File: config.mk
export PLATFORM = sky130hd
export DESIGN_NAME = logic_unit_pipe
export DESIGN_NICKNAME = d
export VERILOG_FILES = /design/src/rtl/logic_unit_pipe.sv
export SDC_FILE = /design/constraint.sdc
export NUM_CORES = 1
export LEC_CHECK = 0
export BUFFER_PORTS_ARGS = -buffer_cell sky130_fd_sc_hd__buf_2
export CAP_MARGIN = 10
export CORE_MARGIN = 2
export CORE_UTILIZATION = 40
export DETAILED_ROUTE_END_ITERATION = 7
export HOLD_SLACK_MARGIN = 0.03
export RECOVER_POWER = 100
export SLEW_MARGIN = 20
export SYNTH_ARGS = -nofsm -noshare
export SYNTH_HDL_FRONTEND = slang
export SYNTH_SLANG_ARGS = --single-unit
File: constraint.sdc
create_clock -name clk -period 3.7 [get_ports clk]
set_input_delay 0.37 -clock clk [delete_from_list [all_inputs] [get_ports clk]]
set_output_delay 0.37 -clock clk [all_outputs]
set_load 0.1 [all_outputs]
File: src/rtl/logic_unit_pipe.sv
// Two-stage pipelined bitwise logic unit with optional accumulator and result flags.
// Latency: 2 cycles from accept to out_valid; one result per cycle with out_ready high.
// Backpressure: each stage holds while downstream is full; in_ready is combinational from out_ready.
module logic_unit_pipe #(
    parameter int WIDTH = 8,
    localparam int CW = $clog2(WIDTH + 1)
) (
    input  logic             clk,
    input  logic             rst_n,
    input  logic             in_valid,
    output logic             in_ready,
    input  logic [WIDTH-1:0] a,
    input  logic [WIDTH-1:0] b,
    input  logic [2:0]       op,
    input  logic             use_acc,
    input  logic             acc_wr,
    output logic             out_valid,
    input  logic             out_ready,
    output logic [WIDTH-1:0] result,
    output logic             zero,
    output logic             ones,
    output logic             parity,
    output logic [CW-1:0]    popcnt,
    output logic [WIDTH-1:0] acc
);

    typedef struct packed {
        logic [WIDTH-1:0] res;
        logic             zero;
        logic             ones;
        logic             parity;
        logic [CW-1:0]    popcnt;
    } s2_t;

    logic             s1_vld;
    logic             s2_vld;
    logic [WIDTH-1:0] s1_res;
    logic [WIDTH-1:0] acc_q;
    logic [WIDTH-1:0] a_eff;
    logic [WIDTH-1:0] f_res;
    s2_t              s2_q;
    s2_t              s2_d;
    logic             s2_take;
    logic             s1_take;
    logic             accept;

    assign s2_take  = !s2_vld || out_ready;
    assign s1_take  = !s1_vld || s2_take;
    assign in_ready = rst_n && s1_take;
    assign accept   = in_valid && in_ready;

    always_comb begin
        a_eff = use_acc ? acc_q : a;
        f_res = '0;
        case (op)
            3'b000: f_res = a_eff & b;
            3'b001: f_res = a_eff | b;
            3'b010: f_res = a_eff ^ b;
            3'b011: f_res = ~(a_eff & b);
            3'b100: f_res = ~(a_eff | b);
            3'b101: f_res = ~(a_eff ^ b);
            3'b110: f_res = ~a_eff;
            3'b111: f_res = b;
        endcase
    end

    // Flags are derived from the S1 value so they land in S2 together with it.
    always_comb begin
        s2_d        = '0;
        s2_d.res    = s1_res;
        s2_d.zero   = (s1_res == '0);
        s2_d.ones   = &s1_res;
        s2_d.parity = ^s1_res;
        for (int i = 0; i < WIDTH; i++) begin
            s2_d.popcnt = s2_d.popcnt + CW'(s1_res[i]);
        end
    end

    always_ff @(posedge clk) begin
        if (!rst_n) begin
            s1_vld <= 1'b0;
            s2_vld <= 1'b0;
            s1_res <= '0;
            s2_q   <= '0;
            acc_q  <= '0;
        end else begin
            if (s1_take) begin
                s1_vld <= accept;
                if (accept) begin
                    s1_res <= f_res;
                end
            end
            // Accumulator commits on the accept edge so a dependent request next cycle sees it.
            if (accept && acc_wr) begin
                acc_q <= f_res;
            end
            if (s2_take) begin
                s2_vld <= s1_vld;
                if (s1_vld) begin
                    s2_q <= s2_d;
                end
            end
        end
    end

    assign out_valid = s2_vld;
    assign result    = s2_q.res;
    assign zero      = s2_q.zero;
    assign ones      = s2_q.ones;
    assign parity    = s2_q.parity;
    assign popcnt    = s2_q.popcnt;
    assign acc       = acc_q;

endmodule

Yosys cells after proc, flatten, opt, wreduce, memory -nomap -nowiden
Cells that the tools add are included.
Word-level totals
  register bits after elaboration: 33
  input port bits: 25
Cells by class
  equality and inequality tests: 7
  mux-type cells: 2
  bitwise gates (word level): 7
  add/sub/neg operators: 7
  reduce and logical (&&, ||, !) cells: 13
Operators by type and width (number)
  $pmux 8 s8: 1
  $not 8->8: 4
  $add 4x1->4: 4
  $eq 3x3->1 const B: 4
  $and 8x8->8: 1
  $logic_not 8->1: 1
  $mux 8: 1
  $or 8x8->8: 1
  $reduce_and 8->1: 1
  $reduce_xor 8->1: 1
  $xor 8x8->8: 1
  $eq 3x2->1 const B: 2
  $add 3x1->4: 1
  $reduce_and 2->1: 2
  $add 2x1->3: 1
  $eq 3x1->1 const B: 1
  $logic_and 1x1->1: 3
  $logic_not 3->1: 1
  $add 1x1->2: 1
  $logic_not 1->1: 2
  $logic_or 1x1->1: 2

Logic depth before layout (Yosys ltp)
  word-level depth: 7
  gate-level depth with buffers: 11
  mapped depth without buffers: 11

Least setup slack after synthesis
No wires, ideal clock.
  path kind: register to register
  from: reg s1_res[0]
  to: reg s2_q (netlist bit popcnt[2])
  path slack: 0.911 ns
  clock period less this slack: 2.789 ns
  cell stages (with the launch flop): 12
  path buffers: 0
  data arrival time: 2.719 ns
  cell sequence: dfxtp_1 fa_1 inv_1 fa_1 fa_1 inv_1 ha_1 inv_1 fa_1 xnor2_1 nand2_1 a21oi_1
On the way
  longest elaborated chain between the ends: 7
RTL lines
  from (decl): line 37  | logic [WIDTH-1:0] s1_res;
  from (signal assigned): line 90  | s1_res <= f_res;
  $add 1x1->2: line 75  | s2_d.popcnt = s2_d.popcnt + CW'(s1_res[i]);
  $add 2x1->3: line 75
  $add 3x1->4: line 75
  $add 4x1->4 (4 in series): line 75
  to (signal assigned): line 84  | s2_q <= '0;
  to (signal assigned): line 100  | s2_q <= s2_d;
  to (decl): line 41  | s2_t s2_q;
No other way between the ends.
A chain may end at the register's enable or synchronous reset.

Worst setup path in the final report
Same ends and word-level chain as after synthesis.

==> flow_metrics.tcl <==
set metrics [dict create \
    rr_startpoint "s1_res[0]" \
    io_buffers 49 \
    max_cap_violations 0 \
    antenna_left 0 \
    core_sq_um 5990 \
    ir_drop_mv 0.442 \
    ys_seq_area_frac 0.264 \
    vias_per_cell 5.18 \
    clk_latency_ns 0.29 \
    synthTopCellsByCount "nand2_1, inv_1, dfxtp_1, ha_1, a21oi_1" \
    fp-row-count 28 \
    grt_pass1_wl_mm 9.18 \
    synth-main-ff-cell "dfxtp_1" \
    ys_seq_elements 33 \
    layout_min_cycle_time_ns 2.93 \
    fp.dieW_um 83.0 \
    hold_buffers 0 \
    clk_pin_slew_ns 0.07 \
    startpoint_type "flip-flop" \
    worst_setup_path_end_kind "flip-flop" \
    wire_per_inst_um 13.1 \
    nets 404 \
    die_area_sq_um 6890 \
    maxSlewViolCount 0 \
    leakagePower_nw 1.22 \
    r2r_setup_slack_ns 0.77 \
    worst_pin_slew_ns 1.19 \
    cts_tree "built" \
    fillers 614 \
    worstHoldStart "in_valid" \
    final_area_sq_um 2800 \
    min_to "s1_vld" \
    multiInputGateArea_sq_um 1590 \
    min_path_cells 3 \
    drive_above_1_share 0.103 \
    setup_viol 0 \
    avgSynthCellArea_sq_um 8.01 \
    cts_buffers 5 \
    synth_edf_count 0 \
    seq_area_sq_um 661 \
    rr_endpoint "popcnt[2]" \
    postSynthCellCount 312 \
    grt_pass1_vias 1973 \
    grt_max_degree 41 \
    drt_iter0_drc 84 \
    drc 0 \
    slowest_delay_ns 0.54 \
    synthTopCellsByArea "dfxtp_1, ha_1, nand2_1" \
    yosys.cell_types.count 46 \
    post-synth-top-count-cell "nand2_1" \
    yosysWarningCount 0 \
    io_pins 50 \
    post_cts_buffers 0 \
    finalSetupTns_ns 0 \
    cts_buffer_depth 2 \
    ys_async_sr_fraction 0 \
    required_ns 3.91 \
    synth_area_sq_um 2500 \
    cts_resized 0 \
    place_hpwl_mm 4.19 \
    rsz0062_at_grt "false" \
    r2r_cells 11 \
    powerDensity_nw_per_um2 403 \
    crit_fanout 5 \
    num_antenna_cells 0 \
    crit_family "adder cells" \
    htreeDepth 2 \
    wirelength_mm 5.54 \
    cpMostUsedCell "fa_1" \
    vias 2198 \
    slew_headroom 0.207 \
    final-hold-violation-count 0 \
    initial_core_util 0.417 \
    slowest_stage "fa_1" \
    finClkSkew_ns 0.00633 \
    root_buffer "clkbuf_8" \
    max_freq_ghz 0.341 \
    grt.overflow.total 0 \
    synth_top_area_frac 0.264 \
    gp_congestion 0.781 \
    placed_cell_area_sq_um 2730 \
    path_cells "fa_1 > inv_1 > fa_1 > fa_1 > inv_1 > ha_1 > inv_1 > fa_1 > xnor2_1 > nand2_1 > a21oi_1" \
    hp-class "primary input to flip-flop" \
    grt_use_total 0.158 \
    area.growth.synth_to_final_pct 12.2 \
    synth_top_cell_by_area "dfxtp_1" \
    die_y_um 83.0 \
    syn-num-nets 368 \
    cts_sinks 33 \
    grt_antenna_before_repair 0 \
    drt_first_pass_iters 5 \
    period_share 0.792 \
    crit_buf_inv 3 \
    critPathArrivalTime_ns 3.14 \
    critical_path_class "flip-flop to flip-flop" \
    status "finished, final reports clean" \
]
sequential cells by signal (all words and copies together), names as in the netlist:
| name | flops |
|---|---|
| acc | 8 |
| ones | 1 |
| out_valid | 1 |
| parity | 1 |
| popcnt | 4 |
| result | 8 |
| s1_res | 8 |
| s1_vld | 1 |
| zero | 1 |
metrics by stage:
stage | worst slack (ns) | std cells | hold slack, ns | total power, mW | utilization
after floorplan | 0.911 | 312 | 0.448 | 0.728 | -
after global placement | 0.817 | 416 | 0.438 | 0.794 | 0.456
after detailed placement | 0.781 | 416 | 0.444 | 0.799 | 0.456
after CTS | 0.755 | 424 | 0.322 | 1.15 | 0.475
after global routing | 0.569 | 424 | 0.337 | 1.20 | 0.468
final | 0.768 | 424 | 0.329 | 1.13 | 0.468
worst reg2reg max path, stage by stage (launching register included):
cell and delay [ns]:
dfxtp_1 0.37, fa_1 0.54, inv_1 0.05, fa_1 0.49
fa_1 0.41, inv_1 0.06, ha_1 0.16, inv_1 0.05
fa_1 0.37, xnor2_1 0.14, nand2_1 0.06, a21oi_1 0.15
layer usage:
metal | GRT usage | vias up | share of wire
met4 | 0.0537 | 0 | 0.0076
met1 | 0.215 | 998 | 0.50
li1 | - | 1141 | -
met5 | 0 | - | 0
met2 | 0.247 | 55 | 0.45
met3 | 0.0328 | 4 | 0.043
cell type report:
cell class | instances | area share
multi-input cells | 224 | 0.567
flip-flops and latches | 33 | 0.236
repair buffers | 49 | 0.0754
inverters | 35 | 0.0469
well taps | 75 | 0.0335
clock buffers | 7 | 0.0308
clock inverters | 1 | 0.0107
cells by family after synthesis:
logic type | synth area share
AOI/OAI and AO/OA | 0.201
xor gates and xnor gates | 0.0140
adders and majority gates | 0.167
buffers and inverters | 0.0951
DFF | 0.264
muxes | 0.0411
and+or+nand+nor | 0.217
worst max path at each step:
stage                     startpoint         to  slack, ns  cells after the start
final                      s1_res[0]  popcnt[2]       0.77                     11
after global routing       s1_res[0]  popcnt[2]       0.57                     11
after CTS                  s1_res[0]  popcnt[2]       0.76                     11
after detailed placement   s1_res[0]  popcnt[2]       0.78                     11
after global placement     s1_res[0]  popcnt[2]       0.82                     11
after floorplan            s1_res[0]  popcnt[2]       0.91                     11
cells in the final DEF (no fill, tap or decap), drive strengths merged, types with 3 or more instances in the layout:
cell type	netlist	layout
inv	35	35
fa	4	4
dfxtp	33	33
a21oi	19	19
ha	27	27
nor2	17	17
nor3	5	5
nand2	38	38
a311oi	3	3
nor2b	6	6
o21ai	8	8
o22ai	9	9
a211oi	3	3
buf	15	22
clkbuf	5	34
mux2	7	7
and2	4	4
nand2b	10	10
nand3	13	13
nand3b	4	4
xnor2	4	4
o31ai	14	14
a21o	6	6
report_power, final:
part	total (mW)	internal [mW]	switching [mW]
clock	0.348	0.219	0.129
sequential	0.403	0.380	0.0225
combinational	0.380	0.118	0.262
total	1.13	0.718	0.413
No activity file was read; power rests on OpenSTA's default activity.
